===== config.mk =====
export PLATFORM = sky130hd
export DESIGN_NAME = pipe_skid_reg_flat
export DESIGN_NICKNAME = d
export VERILOG_FILES = /design/src/rtl/pipe_skid_reg_if.sv /design/src/rtl/pipe_skid_reg.sv /design/src/flat_wrapper.sv
export SDC_FILE = /design/constraint.sdc
export NUM_CORES = 1
export LEC_CHECK = 0
export CAP_MARGIN = 20
export CORE_MARGIN = 4
export CORE_UTILIZATION = 45
export CTS_CLUSTER_DIAMETER = 50
export CTS_CLUSTER_SIZE = 40
export DETAILED_ROUTE_END_ITERATION = 6
export PLACE_DENSITY_LB_ADDON = 0.15
export SYNTH_ARGS = -nofsm -noshare
export SYNTH_HDL_FRONTEND = slang
export SYNTH_SLANG_ARGS = --single-unit
export TNS_END_PERCENT = 50

===== constraint.sdc =====
create_clock -name CLK -period 2 [get_ports CLK]
set_clock_uncertainty 0.2 [all_clocks]
set_input_delay 0.2 -clock CLK [delete_from_list [all_inputs] [get_ports CLK]]
set_output_delay 0.2 -clock CLK [all_outputs]
set_load 0.03 [all_outputs]

===== src/rtl/pipe_skid_reg_if.sv =====
// ============================================================================
// Module      : pipe_skid_reg_if
// Description : Handshake bundle for pipe_skid_reg (upstream, downstream, flush).
// Revision    : 1.0 - initial release
// ============================================================================
`default_nettype none

interface pipe_skid_reg_if #(
    parameter int WIDTH = 32
);
    logic             flush;
    logic             in_valid;
    logic [WIDTH-1:0] in_data;
    logic             in_ready;
    logic             out_valid;
    logic [WIDTH-1:0] out_data;
    logic             out_ready;
    logic [1:0]       occupancy;

    modport master (
        output flush, in_valid, in_data, out_ready,
        input  in_ready, out_valid, out_data, occupancy
    );

    modport slave (
        input  flush, in_valid, in_data, out_ready,
        output in_ready, out_valid, out_data, occupancy
    );
endinterface

`default_nettype wire


===== src/rtl/pipe_skid_reg.sv =====
// ============================================================================
// Module      : pipe_skid_reg
// Description : Two-entry skid-buffered pipeline register with flush.
//               Optional stall counter enabled by macro PIPE_SKID_STATS_EN.
// Revision    : 1.0 - initial release
// ============================================================================
`default_nettype none

module pipe_skid_reg #(
    parameter int WIDTH        = 32,
    parameter bit CLR_ON_FLUSH = 1'b1
) (
    input  wire logic         CLK,
    input  wire logic         RST,
    pipe_skid_reg_if.slave    bus
`ifdef PIPE_SKID_STATS_EN
    ,
    output logic [31:0]       stall_cnt
`endif
);

    typedef enum logic [1:0] {
        ST_EMPTY = 2'd0,
        ST_ONE   = 2'd1,
        ST_TWO   = 2'd2
    } state_t;

    state_t           state_q, state_d;
    logic [WIDTH-1:0] main_q, main_d;
    logic [WIDTH-1:0] skid_q, skid_d;
    logic             w_accept;
    logic             w_emit;

    // Handshake outputs come straight from the state register.
    assign bus.in_ready  = (state_q != ST_TWO);
    assign bus.out_valid = (state_q != ST_EMPTY);
    assign bus.out_data  = main_q;
    assign bus.occupancy = state_q;

    assign w_accept = bus.in_valid  && bus.in_ready;
    assign w_emit   = bus.out_valid && bus.out_ready;

    always_comb begin
        state_d = state_q;
        main_d  = main_q;
        skid_d  = skid_q;
        if (bus.flush) begin
            state_d = ST_EMPTY;
            if (CLR_ON_FLUSH) begin
                main_d = '0;
                skid_d = '0;
            end
        end else begin
            case (state_q)
                ST_EMPTY: begin
                    if (w_accept) begin
                        state_d = ST_ONE;
                        main_d  = bus.in_data;
                    end
                end
                ST_ONE: begin
                    if (w_accept && w_emit) begin
                        main_d = bus.in_data;
                    end else if (w_accept) begin
                        state_d = ST_TWO;
                        skid_d  = bus.in_data;
                    end else if (w_emit) begin
                        state_d = ST_EMPTY;
                    end
                end
                ST_TWO: begin
                    if (w_emit) begin
                        state_d = ST_ONE;
                        main_d  = skid_q;
                    end
                end
                default: state_d = ST_EMPTY;
            endcase
        end
    end

    always_ff @(posedge CLK or posedge RST) begin
        if (RST) begin
            state_q <= ST_EMPTY;
            main_q  <= '0;
            skid_q  <= '0;
        end else begin
            state_q <= state_d;
            main_q  <= main_d;
            skid_q  <= skid_d;
        end
    end

`ifdef PIPE_SKID_STATS_EN
    logic [31:0] stall_cnt_q, stall_cnt_d;

    // Saturating; flush deliberately leaves the count alone.
    always_comb begin
        stall_cnt_d = stall_cnt_q;
        if (bus.out_valid && !bus.out_ready && (stall_cnt_q != 32'hFFFF_FFFF)) begin
            stall_cnt_d = stall_cnt_q + 32'd1;
        end
    end

    always_ff @(posedge CLK or posedge RST) begin
        if (RST) begin
            stall_cnt_q <= '0;
        end else begin
            stall_cnt_q <= stall_cnt_d;
        end
    end

    assign stall_cnt = stall_cnt_q;
`endif

endmodule

`default_nettype wire


===== src/flat_wrapper.sv =====
// flat-port wrapper written by rule: the top's interface ports become plain ports
module pipe_skid_reg_flat 
#(
    parameter int WIDTH        = 32,
    parameter bit CLR_ON_FLUSH = 1'b1
)
  (CLK, RST, bus_flush, bus_in_valid, bus_in_data, bus_out_ready, bus_in_ready, bus_out_valid, bus_out_data, bus_occupancy);
  pipe_skid_reg_if #(.WIDTH(WIDTH)) bus_i ();
  input  wire logic CLK;
  input  wire logic RST;
  input wire logic [$bits(bus_i.flush)-1:0] bus_flush;
  input wire logic [$bits(bus_i.in_valid)-1:0] bus_in_valid;
  input wire logic [$bits(bus_i.in_data)-1:0] bus_in_data;
  input wire logic [$bits(bus_i.out_ready)-1:0] bus_out_ready;
  output wire logic [$bits(bus_i.in_ready)-1:0] bus_in_ready;
  output wire logic [$bits(bus_i.out_valid)-1:0] bus_out_valid;
  output wire logic [$bits(bus_i.out_data)-1:0] bus_out_data;
  output wire logic [$bits(bus_i.occupancy)-1:0] bus_occupancy;
  assign bus_i.flush = bus_flush;
  assign bus_i.in_valid = bus_in_valid;
  assign bus_i.in_data = bus_in_data;
  assign bus_i.out_ready = bus_out_ready;
  assign bus_in_ready = bus_i.in_ready;
  assign bus_out_valid = bus_i.out_valid;
  assign bus_out_data = bus_i.out_data;
  assign bus_occupancy = bus_i.occupancy;
  pipe_skid_reg #(.WIDTH(WIDTH), .CLR_ON_FLUSH(CLR_ON_FLUSH)) u_core (.CLK(CLK), .RST(RST), .bus(bus_i));
endmodule

# Word level (Yosys, flattened, before mapping)
# Cells that the tools add are included.
[word_totals]
ff_bits = 66
out_inout_bits = 36
in_bits = 37
[op_classes]
reduce_logical = 11
n_eq_ne = 9
mux = 15
[op_table]
columns = ["operator", "n"]
rows = [
  ["$mux W32", 7],
  ["$pmux W32 S3", 1],
  ["$mux W2", 6],
  ["$ne A3 B2 Y1 const B", 3],
  ["$reduce_and A4 Y1", 2],
  ["$pmux W2 S3", 1],
  ["$reduce_bool A2 Y1", 3],
  ["$ne A2 B2 Y1 const B", 2],
  ["$ne A4 B2 Y1 const B", 1],
  ["$reduce_bool A4 Y1", 1],
  ["$logic_and A1 B1 Y1", 3],
  ["$ne A3 B3 Y1 const B", 1],
  ["$reduce_and A3 Y1", 1],
  ["$eq A2 B1 Y1 const B", 1],
  ["$eq A2 B2 Y1 const B", 1],
  ["$logic_not A2 Y1", 1],
]

# Depth between registers and ports, before layout
[depth]
word_depth = 7
ltp_mapped = 6
depth_no_buf = 3

# Worst setup path before layout
# OpenSTA, ideal clock, no wires.
[synth_path]
kind = "flip-flop to flip-flop"
start = "register u_core.state_q[0], in the netlist u_core.bus.occupancy[0]"
end = "register u_core.main_q[0], in the netlist u_core.bus.out_data[0]"
required_time_ns = 1.656
arrival_time_ns = 1.483
setup_time_ns = 0.144
slack_ns = 0.173
path_buffers = 2
path_stages_with_launch = 6
cell_sequence = "dfrtp_1 > nand2b_1 > buf_2 > buf_2 > mux2i_1 > o31ai_2"
[synth_via]
elab_chain_cells = 5
word_cells_on_any_way = 15
cone_classes = "6 x eq/ne; 2 x mux; 7 x reduce/logical"
[synth_rtl]
columns = ["item", "line", "source"]
rows = [
  ["from (decl)", "pipe_skid_reg.sv:28", "state_t state_q, state_d;"],
  ["from (signal assigned)", "pipe_skid_reg.sv:88", "state_q <= state_d;"],
  ["$ne A2 B2 Y1 (*)", "pipe_skid_reg.sv:35", "assign bus.in_ready = (state_q != ST_TWO);"],
  ["via bus_in_ready", "flat_wrapper.sv:15", "output wire logic [$bits(bus_i.in_ready)-1:0] bus_in_ready;"],
  ["$logic_and A1 B1 Y1 (*)", "pipe_skid_reg.sv:40", "assign w_accept = bus.in_valid && bus.in_ready;"],
  ["$logic_and A1 B1 Y1", "pipe_skid_reg.sv:62", "if (w_accept && w_emit) begin"],
  ["$ne A3 B2 Y1 (no line)", "n/a", ""],
  ["$reduce_and A4 Y1 (no line) (*)", "n/a", ""],
  ["to (signal assigned)", "pipe_skid_reg.sv:89", "main_q <= main_d;"],
  ["to (decl)", "pipe_skid_reg.sv:29", "logic [WIDTH-1:0] main_q, main_d;"],
]
# Mark *: on every way through the listed nets, which the timed path passes. The rest lies on a longest branch.
# A chain may end at the register's enable or synchronous reset.

# Worst setup path after layout
[layout_path]
start = "register u_core.state_q[0], in the netlist u_core.bus.occupancy[0]"
end = "output bus_out_valid"
[layout_via]
elab_chain_cells = 1
[layout_rtl]
columns = ["item", "line", "source"]
rows = [
  ["$reduce_bool A2 Y1", "pipe_skid_reg.sv:36", "assign bus.out_valid = (state_q != ST_EMPTY);"],
  ["to (decl)", "flat_wrapper.sv:16", "output wire logic [$bits(bus_i.out_valid)-1:0] bus_out_valid;"],
]
# No other way between the ends.

==> metrics.md <==
| Metric | Value |
|---|---|
| Outcome | finished clean |
| Slowest cell on the critical path | dfrtp_1 |
| Drt via density | just under 6 |
| 1st-iter DRT viols | 113 |
| Startpoint Class | register |
| Most frequent cell after synthesis | dfrtp_1 |
| FILL cells | 545 |
| Clock power frac | 39.6% |
| Port bufs | 72 |
| Vias | 2459 |
| CTS Buffer Depth | 2 |
| DRT antenna net count | 0 |
| Seq/Total Area, Yosys | 51.6% |
| Reg clk slew, reported paths | 0.08 ns |
| Commonest cells post-synth | dfrtp_1 (66), a22o_1 (32), mux2i_1 (32), o2111ai_1 (32), o31ai_2 (30) |
| RSZ-0062 raised after global routing | no |
| Buf/Inv on CP | 2 |
| Fin crit share | 94.0% |
| Critical path, cell by cell | buf_4 -> or2_2 -> buf_4 |
| Critical Path Max Stage Delay | about 0.45 ns |
| Critical Path AT | 1.48 ns |
| Endpoints failing setup | 0 |
| Top-area cell type share of the netlist area | roughly 52% |
| Post-route cell area | 0.00432 mm2 |
| CTS Buf Count | 9 |
| Synthesized net count | 279 |
| CP most frequent cell | buf_4 |
| Syn Std Cell Area | 0.00320 mm2 |
| Post-Layout Cell Count | 413 |
| Die ar. | 0.00853 mm2 |
| Sequential power share | 41.2% |
| Final setup margin | 0.120 ns |
| Fraction of layout instances using a drive strength above 1 | between 20% and 30% |
| Inst Count DP | 396 |
| NetSw | 0.980 mW |
| Vias in the first global route | 2516 |
| Die Y | approximately 92 um |
| Number of synthesized flops with an enable pin | 0 |
| Dpl cell area | 0.00406 mm2 |
| Initial DRT Pass Iterations | 4 |
| CTS root buf | clkbuf_8 |
| Static leakage | 2.01 nW |
| First-pass GRT wire length | 13100 um |
| Rel. slew slack | about 61% |
| Top FF cell, synth | dfrtp_1 |
| I/O pin count | 73 |
| Clock sink count | 66 |
| Critical path class | register to primary output |
| FF+latch area | 0.00165 mm2 |
| Worst Tran Pin Value | 0.585 ns |
| Flop and latch count out of synthesis | 66 |
| Crit path required time | 1.60 ns |
| Final hold viol count | 0 |
| Net count, final | 349 |
| Power, Total | 3.54 mW |
| Synth area leaders | dfrtp_1 (52%), o31ai_2 (12%), mux2i_1 (10%), a22o_1 (8.8%), o2111ai_1 (8.8%) |
| HPWL after DPL | around 5100 um |
| GRT Util Overall | 19.7% |
| Drt total wl | 8220 um |
| Max frequency | 532 MHz |
| # rows | 30 |
| Ys Warns | 0 |
| Avg Cell Area, Syn | ~13 um2 |
| Core area | slightly below 0.007 mm2 |
| VDD IR max | 0.000436 V |
| Drt drc | 0 |
| Max-slew violation count | 0 |
| HP Class | input pin to register |
| Grt total ovfl | 0 |
| Cell Int Power | 2.56 mW |
| Area grow syn2layout | 34.9% |
| TritonCTS clock tree | built |
| Max Cap Viol | 0 |
| Multi-input gate area | 0.00140 mm2 |
| Post-Syn Instances | 242 |
| Initial antenna violation count | 0 |
| Drt wl/cell | 19.9 um |
| Combinational Power Share | about a fifth |
| Diodes inserted | 0 |
| Top cell type by total area after synthesis | dfrtp_1 |
| Worst-Skew Late Latency | 0.35 ns |
| Setup TNS Final | 0 ns |
| H-Tree Depth | 3 |
| Pin count of the biggest net entering global routing | 55 |
| Pre-CTS setup slack | -0.00469 ns |
| Cell family with most CP delay | flip-flops |
| Initial Util | between 40% and 50% |
| Sw frac | 27.7% |
| CP Capture Type | primary output |
| FFs w/ async S/R, synth | 100% |
| Routability cong. | approximately 0.71 |
| CP max FO | 12 |
| Distinct cells, synth | 24 |
| Die W | 92.4 um |
| Pwr dens | around 800 mW/mm2 |
| Post-layout min period | 1.88 ns |
[sequential cells by signal, summed over array words and instances, names as in the netlist]
| name | flops |
|---|---|
| u_core.bus.occupancy | 2 |
| u_core.skid_q | 32 |
| u_core.bus.out_data | 32 |
[cells in the final DEF (no fill, tap or decap), types with 2 or more instances in the layout]
cell type / Yosys / final
clkdlybuf4s50_1: 0 / 67
dfrtp_1: 66 / 66
a22o_1: 32 / 32
mux2i_1: 32 / 32
o2111ai_1: 32 / 32
o31ai_2: 30 / 30
buf_4: 0 / 17
clkbuf_8: 0 / 10
clkinvlp_4: 0 / 3
bufinv_16: 0 / 3
buf_12: 0 / 3
nand3b_1: 2 / 2
o31ai_1: 2 / 2
[final cells by class]
cell class / instances / area share, %
well taps: 96 / 2.78
flip-flops and latches: 66 / 38.2
clock inverters: 6 / 2.64
multi-input cells: 143 / 32.5
repair buffers: 90 / 20.4
clock buffers: 10 / 3.19
inverters: 2 / 0.261
[logic make-up (layout without fill, tap and decap cells)]
logic type | count (synthesis) | count (layout) | synth area share, %
AOI/OAI and AO/OA | 100 | 100 | 30.9
buffers and inverters | 33 | 108 | 5.04
DFF | 66 | 66 | 51.6
muxes | 33 | 33 | 10.4
and+or+nand+nor | 10 | 10 | 2.07
[worst min-delay path, delay by kind of cell]
| family | cells | cell delay (ns) |
|---|---|---|
| AO/OA/AOI/OAI | 1 | 0.23 |
| AND/OR/NAND/NOR | 1 | 0.09 |
| buffers and inverters | 1 | 0.14 |
[metal layers]
layer	track usage, %	vias to the layer above	part of all wire (%)
met3	5.20	8	5.4
met5	0	-	0
met4	7.43	0	1.3
met2	31.1	74	48
met1	26.0	1253	45
li1	-	1124	-
[metrics by stage]
step | util (%) | hold slack (ns)
finish | 62.9 | 0.152
global route | 62.9 | 0.144
CTS | 62.9 | 0.136
detailed placement | 59.1 | 0.290
global placement | 59.1 | 0.287
floorplan | - | 0.0668
[what timing repair did]
item	in CTS	in global routing
endpoints found under the setup margin	1	0
endpoints found under the hold margin	12	0
hold buffers	1	0
setup buffers	0	0
gates resized for setup	1	0
[power by group through the flow]
stage,clock (mW),combinational (mW),sequential (mW)
after detailed placement,0,0.680,1.49
after global placement,0,0.675,1.49
after CTS,1.43,0.685,1.46
after floorplan,0,0.270,1.60
after global routing,1.49,0.717,1.47
final,1.40,0.678,1.46
[final timing paths]
check                                               startpoint                                   to  slack [ns]  cells past startpoint
min in group asynchronous                                  RST   u_core.bus.out_data[0]$_DFFE_PP0P_        0.52                      3
max in group asynchronous                                  RST        u_core.skid_q[21]$_DFFE_PP0P_        0.50                      4
max reg2reg                u_core.bus.occupancy[1]$_DFFE_PP0P_  u_core.bus.out_data[30]$_DFFE_PP0P_        0.14                      3
max                        u_core.bus.occupancy[0]$_DFFE_PP0P_                        bus_out_valid        0.12                      3
min reg2reg                      u_core.skid_q[13]$_DFFE_PP0P_        u_core.skid_q[13]$_DFFE_PP0P_        0.31                      1
min                                                  bus_flush        u_core.skid_q[25]$_DFFE_PP0P_        0.15                      3
Power figures use the tool's default switching activity.
